## config.mk

```make
export PLATFORM = sky130hd
export DESIGN_NAME = mcu_key_port
export DESIGN_NICKNAME = d
export VERILOG_FILES = /design/src/rtl/mcu_io_pkg.sv /design/src/rtl/debounce_cell.sv /design/src/rtl/mcu_key_port.sv
export SDC_FILE = /design/constraint.sdc
export NUM_CORES = 1
export LEC_CHECK = 0
export ABC_AREA = 1
export ABC_CLOCK_PERIOD_IN_PS = 3000
export BUFFER_PORTS_ARGS = -buffer_cell sky130_fd_sc_hd__buf_2
export CORE_ASPECT_RATIO = 0.6
export CORE_MARGIN = 1
export CORE_UTILIZATION = 45
export CTS_BUF_LIST = sky130_fd_sc_hd__clkbuf_4 sky130_fd_sc_hd__clkbuf_8 sky130_fd_sc_hd__clkbuf_16
export CTS_CLUSTER_SIZE = 8
export DETAILED_ROUTE_END_ITERATION = 8
export SYNTH_ARGS = -nofsm -noshare
export SYNTH_HDL_FRONTEND = slang
export SYNTH_SLANG_ARGS = --single-unit
```

## constraint.sdc

```tcl
create_clock -name clk -period 3 [get_ports clk]
set_clock_uncertainty 0.1 [all_clocks]
set_input_delay 0.3 -clock clk [delete_from_list [all_inputs] [get_ports clk]]
set_output_delay 0.3 -clock clk [all_outputs]
set_load 0.05 [all_outputs]
```

## src/rtl/mcu_io_pkg.sv

```systemverilog
// mcu_io_pkg: register offsets and timing constants shared by mini-mcu I/O peripherals
package mcu_io_pkg;
    localparam logic [7:0] KEYPORT_LIVE_OFS = 8'd0;
    localparam logic [7:0] KEYPORT_FLAG_OFS = 8'd1;
    localparam logic [7:0] KEYPORT_MASK_OFS = 8'd2;
    localparam int DEBOUNCE_12MHZ_20MS = 240000;
endpackage

```

## src/rtl/debounce_cell.sv

```systemverilog
// debounce_cell: 2-flop synchroniser plus stability counter for one asynchronous input bit
module debounce_cell #(
    parameter int   CYCLES = 4,
    parameter logic INIT   = 1'b0
) (
    input  logic clk,
    input  logic rst,
    input  logic d,
    output logic sync,
    output logic stable
);
    localparam int W = $clog2(CYCLES);
    localparam logic [W-1:0] LAST = W'(CYCLES - 1);
    logic meta_q, sync_q, stable_q, stable_d;
    logic [W-1:0] cnt_q, cnt_d;
    always_comb begin
        cnt_d    = (sync_q == stable_q || cnt_q == LAST) ? '0 : cnt_q + W'(1);
        stable_d = (sync_q != stable_q && cnt_q == LAST) ? sync_q : stable_q;
    end
    always_ff @(posedge clk) begin
        if (rst) begin
            meta_q   <= INIT;
            sync_q   <= INIT;
            stable_q <= INIT;
            cnt_q    <= '0;
        end else begin
            meta_q   <= d;
            sync_q   <= meta_q;
            stable_q <= stable_d;
            cnt_q    <= cnt_d;
        end
    end
    assign sync   = sync_q;
    assign stable = stable_q;
endmodule

```

## src/rtl/mcu_key_port.sv

```systemverilog
// mcu_key_port: debounced keys/switches, sticky clear-on-read press flags and maskable irq on the MCU port bus
// Define KEY_PORT_SW_DEBOUNCE_EN to debounce the switches as well as the keys.
module mcu_key_port
    import mcu_io_pkg::*;
#(
    parameter int         DEBOUNCE_CYCLES = DEBOUNCE_12MHZ_20MS,
    parameter logic [7:0] BASE_PORT       = 8'h00
) (
    input  logic       clk,
    input  logic       rst,
    input  logic [3:0] key,
    input  logic [3:0] sw,
    input  logic [7:0] port_id,
    input  logic       read_strobe,
    input  logic       write_strobe,
    input  logic [7:0] out_port,
    output logic [7:0] in_port,
    output logic       irq
);
    localparam logic [7:0] ADDR_LIVE = BASE_PORT + KEYPORT_LIVE_OFS;
    localparam logic [7:0] ADDR_FLAG = BASE_PORT + KEYPORT_FLAG_OFS;
    localparam logic [7:0] ADDR_MASK = BASE_PORT + KEYPORT_MASK_OFS;
    logic [3:0] key_sync, key_stable, sw_stable;
    logic [3:0] armed_q, armed_d, key_prev_q, key_prev_d, flag_q, flag_d, mask_q, mask_d;
    logic [1:0] settle_q, settle_d;
    logic       irq_q, irq_d, rd_flag, wr_mask;
    logic       unused_bits;
    for (genvar i = 0; i < 4; i++) begin : g_key
        debounce_cell #(.CYCLES(DEBOUNCE_CYCLES), .INIT(1'b1)) u_key (
            .clk(clk), .rst(rst), .d(key[i]), .sync(key_sync[i]), .stable(key_stable[i])
        );
    end
`ifdef KEY_PORT_SW_DEBOUNCE_EN
    logic [3:0] sw_sync_unused;
    for (genvar i = 0; i < 4; i++) begin : g_sw
        debounce_cell #(.CYCLES(DEBOUNCE_CYCLES), .INIT(1'b0)) u_sw (
            .clk(clk), .rst(rst), .d(sw[i]), .sync(sw_sync_unused[i]), .stable(sw_stable[i])
        );
    end
`else
    logic [3:0] sw_meta_q, sw_sync_q;
    always_ff @(posedge clk) begin
        if (rst) begin
            sw_meta_q <= '0;
            sw_sync_q <= '0;
        end else begin
            sw_meta_q <= sw;
            sw_sync_q <= sw_meta_q;
        end
    end
    assign sw_stable = sw_sync_q;
`endif
    // A key only arms once it has been seen released after reset, so a key held through reset raises no event.
    always_comb begin
        rd_flag    = read_strobe && port_id == ADDR_FLAG;
        wr_mask    = write_strobe && port_id == ADDR_MASK;
        settle_d   = {settle_q[0], 1'b1};
        armed_d    = armed_q | (settle_q[1] ? key_sync : 4'h0);
        key_prev_d = key_stable;
        flag_d     = (rd_flag ? 4'h0 : flag_q) | (armed_q & key_prev_q & ~key_stable);
        mask_d     = wr_mask ? out_port[3:0] : mask_q;
        irq_d      = |(flag_q & mask_q);
        in_port    = port_id == ADDR_LIVE ? {key_stable, sw_stable} :
                     port_id == ADDR_FLAG ? {4'h0, flag_q} :
                     port_id == ADDR_MASK ? {4'h0, mask_q} : 8'h00;
    end
    always_ff @(posedge clk) begin
        if (rst) begin
            settle_q   <= '0;
            armed_q    <= '0;
            key_prev_q <= 4'hF;
            flag_q     <= '0;
            mask_q     <= '0;
            irq_q      <= 1'b0;
        end else begin
            settle_q   <= settle_d;
            armed_q    <= armed_d;
            key_prev_q <= key_prev_d;
            flag_q     <= flag_d;
            mask_q     <= mask_d;
            irq_q      <= irq_d;
        end
    end
    assign irq         = irq_q;
    assign unused_bits = ^out_port[7:4];
endmodule

```

# Yosys cells after proc, flatten, opt, wreduce, memory -nomap -nowiden
# Index checks and enable logic that the tools add are counted.
# W data, S select, Z words.
word_totals:
  register_bits: 111
  n_memories: 0
  latchBits: 0
  rom_bits: 0
  out_inout_bits: 9
  input_bits: 28
  ram_bits: 0
classes:
  n_reduce_logical: 16
  order_cmp: 0
  div: 0
  muxes: 6
  n_eq_ne: 14
  shift: 0
  multipliers: 0
  add_sub_neg: 4
  bitwise: 6
op_table:
  columns: ["op", "n"]
  rows:
  - ["$add A18 B1 Y18 const B", 4]
  - ["$eq A18 B18 Y1 const B", 4]
  - ["$mux W4", 4]
  - ["$and A4 B4 Y4", 3]
  - ["$eq A8 B1 Y1 const B", 1]
  - ["$eq A8 B2 Y1 const B", 1]
  - ["$logic_not A8 Y1", 1]
  - ["$mux W8", 1]
  - ["$or A4 B4 Y4", 2]
  - ["$reduce_or A2 Y1", 4]
  - ["$logic_and A1 B1 Y1", 6]
  - ["$eq A1 B1 Y1", 4]
  - ["$logic_or A1 B1 Y1", 4]
  - ["$ne A1 B1 Y1", 4]
  - ["$not A4 Y4", 1]
  - ["$reduce_or A4 Y1", 1]
  - ["$mux W1", 1]

# Depth between registers and ports, before layout
depth:
  depth_word: 4
  mapped_depth: 9
  mapped_depth_nobuf: 9

# Hierarchy
# Synthesis repeated with hierarchy kept, for this count alone.
hier_totals:
  cells_unflattened: 702
  area_unflattened_um2: 5133.7
modules_own_cells:
  columns: ["module", "cells_each", "area_per_inst_um2", "n_inst"]
  rows:
  - ["debounce_cell", 141, 1023.5, 4]
  - ["mcu_key_port", 138, 1039.7, 1]

# Worst setup path before layout
# No wires, ideal clock.
synth_timing:
  kind: "input -> output"
  startpoint: "input port port_id[3]"
  endpoint: "output port in_port[1]"
  n_path_buf: 0
  cell_stages: 5
  t_arrival_ns: 1.526
  t_required_ns: 2.600
  path_slack_ns: 1.074
  cell_sequence: "nor2_1 nand3_1 nor2_2 nand2_1 a21oi_1"
synth_between:
  elab_chain_len: 4
  word_cells_on_any_way: 6
  cone_classes: "eq/ne (2); mux (3); reduce/logical (1)"
synth_rtl:
  columns: ["element", "line", "source"]
  rows:
  - ["start, declared", "mcu_key_port.sv:13", "input logic [7:0] port_id,"]
  - ["$eq A8 B2 Y1", "mcu_key_port.sv:65", "port_id == ADDR_MASK ? {4'h0, mask_q} : 8'h00;"]
  - ["$mux W4", "mcu_key_port.sv:65", null]
  - ["$mux W4", "mcu_key_port.sv:64", "port_id == ADDR_FLAG ? {4'h0, flag_q} :"]
  - ["$mux W8 (*)", "mcu_key_port.sv:63", "in_port = port_id == ADDR_LIVE ? {key_stable, sw_stable} :"]
  - ["end, declared", "mcu_key_port.sv:17", "output logic [7:0] in_port,"]
# Every way passes the cells marked *; elsewhere a longest branch is shown, timed or not.

# Final worst setup path
layout_timing:
  startpoint: "input port port_id[7]"
  endpoint: "output port in_port[7]"
layout_between:
  elab_chain_len: 2
layout_rtl:
  columns: ["element", "line"]
  rows:
  - ["$logic_not A8 Y1", "mcu_key_port.sv:63"]
  - ["$mux W8", "mcu_key_port.sv:63"]
# Every way passes these cells.

==> flow_summary.yaml <==
run_status:
  status: "complete, no violations"
run:
  maxCapViolations: 0
power:
  p_leak_nw: 1.961
  power.density_nw_per_um2: 499.9
  ir_worst_vdd_mv: 0.2889
  finalPower_w: 0.002796
yosys:
  synth.yosys.seq_area_share_pct: 44.42
  ys_warn_count: 0
  synth.top_cells.by_area: "dfxtp_1 (44%), nand2_1 (11%), nor2_1 (10%), inv_1 (5.8%), nand3_1 (4.7%)"
  yosys.area.top_type: "dfxtp_1"
  yosysUniqueCellTypes: 29
  ys_ff_latch: 111
  syn_area_per_cell_um2: 7.177
  synth_top_area_share_pct: 44.42
  netlist_area_um2: 5002
  syn_nets: 729
  netlist_instances: 697
setup_path:
  startpoint: "port_id[7]"
  end_kind: "output port"
  crit_required_ns: 2.60
  worst-setup-path-type: "primary input to output port"
  r2r-start: "g_key[3].u_key.cnt_q[0]"
  worst_setup_path_start_kind: "primary input"
  cp_max_fo: 6
  arrival_ns: 1.43
timing:
  grt_setup_unrepaired: "false"
  finalCritPeriodShare_pct: 61.00
  slew_headroom_pct: 70.25
  worst_pin_slew_ns: 0.4462
  hold_violations: 0
  finalSetupViolations: 0
  drv_slew: 0
  post-route-min-period_ns: 1.830
  fmax_mhz: 546.4
  hold_ws_ns: 0.03006
  tns_ns: 0
route:
  ant_nets: 0
  drc: 0
  dr.pass1.iters: 4
  wl_um: 10420
  routedWlPerCell_um: 11.88
  drt_iter0_drc: 241
  viasPerCell: 4.913
  num_vias: 4309
clocking:
  clk_path_buf_depth: 2
  ctsHtreeMaxLevel: 3
  cts_buffers: 9
  clkLatencyLatePin_ns: 0.35
  postCtsHoldBufs: 0
  postCtsResizedCells: 0
  cts_tree: "done"
  cts_root_buf: "clkbuf_16"
  cts.reportedPaths.clkPinSlew_ns: 0.08
  post_cts_buffers: 0
  clock_sinks: 111
finish:
  layout-drive-gt1-share_pct: 11.38
  finalNetCount: 765
  multi_input_area_um2: 2425
  utilization_pct: 52.25
  n_antenna_cell: 0
  regArea_um2: 2222
  fill_cells: 1009
  final_area_um2: 5593
  areaGrowthSynthToFinish_pct: 11.81
grt:
  overflow: 0
  grt.total_usage_pct: 19.16
  grt_antenna_before_repair: 0
  grt_pass1_vias: 3818
  grt_pass1_wl_um: 17740
  grt_start_max_net_pins: 27
floorplanning:
  dieArea_um2: 11560
  fp.coreArea_um2: 10700
  die_w_um: 138.1
  fp.dieH_um: 83.67
  io_pins: 37
  num_rows: 29
  start_util_pct: 46.73
hold_path:
  hp-class: "primary input to flop"
  hold_path_startpoint: "key[2]"
placed_design:
  io_buffers: 32
  placed_area_um2: 5281
  place.gp.congestion: 0.8887
  dp_hpwl_um: 7714
-- routing by layer --
metal  GRT usage (%)  vias to the layer above  wire length [µm]
met5               0                        -                 0
met4           4.494                        0                51
met3           5.393                        6               671
met2           26.62                      104              3973
met1           28.75                     1907              5724
li1                -                     2292                 -
-- cell usage in the layout, fill, tap and decap left out, types with 8 or more instances in the layout --
cell / instances
buf_2: 32
clkbuf_16: 9
inv_1: 77
xnor2_1: 10
a21oi_1: 40
nand4_1: 27
nor2_1: 136
dfxtp_1: 111
xor2_1: 15
or2_2: 11
nor2_2: 8
nand2_1: 152
nand3_1: 47
o21ai_0: 16
-- logic make-up (layout without fill, tap and decap cells) --
kind of cell    after synthesis  after routing  share of synthesized area (%)
xor+xnor                     25             25                          4.377
buf+inv                      86            127                          7.104
flops                       111            111                          44.42
fa+ha+maj                     4              4                          1.001
compound gates               65             65                          6.928
simple gates                406            406                          36.17
-- worst max-delay path: stages --
cell	delay (ns)
buf_2	0.10
nor2_1	0.09
nand3_1	0.13
nor2_1	0.22
inv_1	0.17
nor2_1	0.15
buf_2	0.28
-- synth_stat cells, drive strengths merged --
library cell	count
nand4	27
xor2	15
inv	77
o21bai	2
nand2	158
nor3	8
o211ai	2
a41oi	1
buf	6
clkbuf	2
ha	4
nor2	144
clkinv	1
a21oi	40
o21a	3
or2	17
o21ai	17
dfxtp	111
nand3	52
xnor2	10
-- layout make-up --
class                           instances  share of cell area (%)
Clock buffer                           10                   4.273
Multi-Input combinational cell        500                   43.36
Sequential cell                       111                   39.73
Timing Repair Buffer                   33                   2.998
Inverter                               78                   5.235
Clock inverter                          6                   1.298
Tap cell                              139                   3.110
-- path summary, 6_finish.rpt --
| check | end | cells past startpoint | slack, ns |
|---|---|---|---|
| max | in_port[7] | 7 | 1.17 |
| min | g_key[2].u_key.meta_q | 2 | 0.03 |
| max reg2reg | g_key[3].u_key.cnt_q[13] | 8 | 1.26 |
| min reg2reg | sw_stable[0] | 2 | 0.30 |
-- flip-flops by register name, indices dropped and copies added (netlist names) --
register and cells:
g_key.u_key.cnt_q 72, armed_q 4, flag_q 4, g_key.u_key.meta_q 4, g_key.u_key.stable 4, g_key.u_key.sync 4
key_prev_q 4, mask_q 4, sw_meta_q 4, sw_stable 4, settle_q 2, irq 1
-- stage by stage --
stage                     worst slack [ns]  cells
after floorplan                      1.074    697
after global placement               1.188    861
after detailed placement             1.174    861
after CTS                            1.163    877
after global routing                 1.050    877
final                                1.170    877
-- power by group --
group           total, W  switching, W  leakage [nW]  internal, W
combinational  0.0000609     0.0000355         0.906    0.0000254
clock            0.00124      0.000553         0.156     0.000684
sequential       0.00150    0.00000870         0.900      0.00149
total            0.00280      0.000597          1.96      0.00220
No activity file was read; power rests on OpenSTA's default activity.
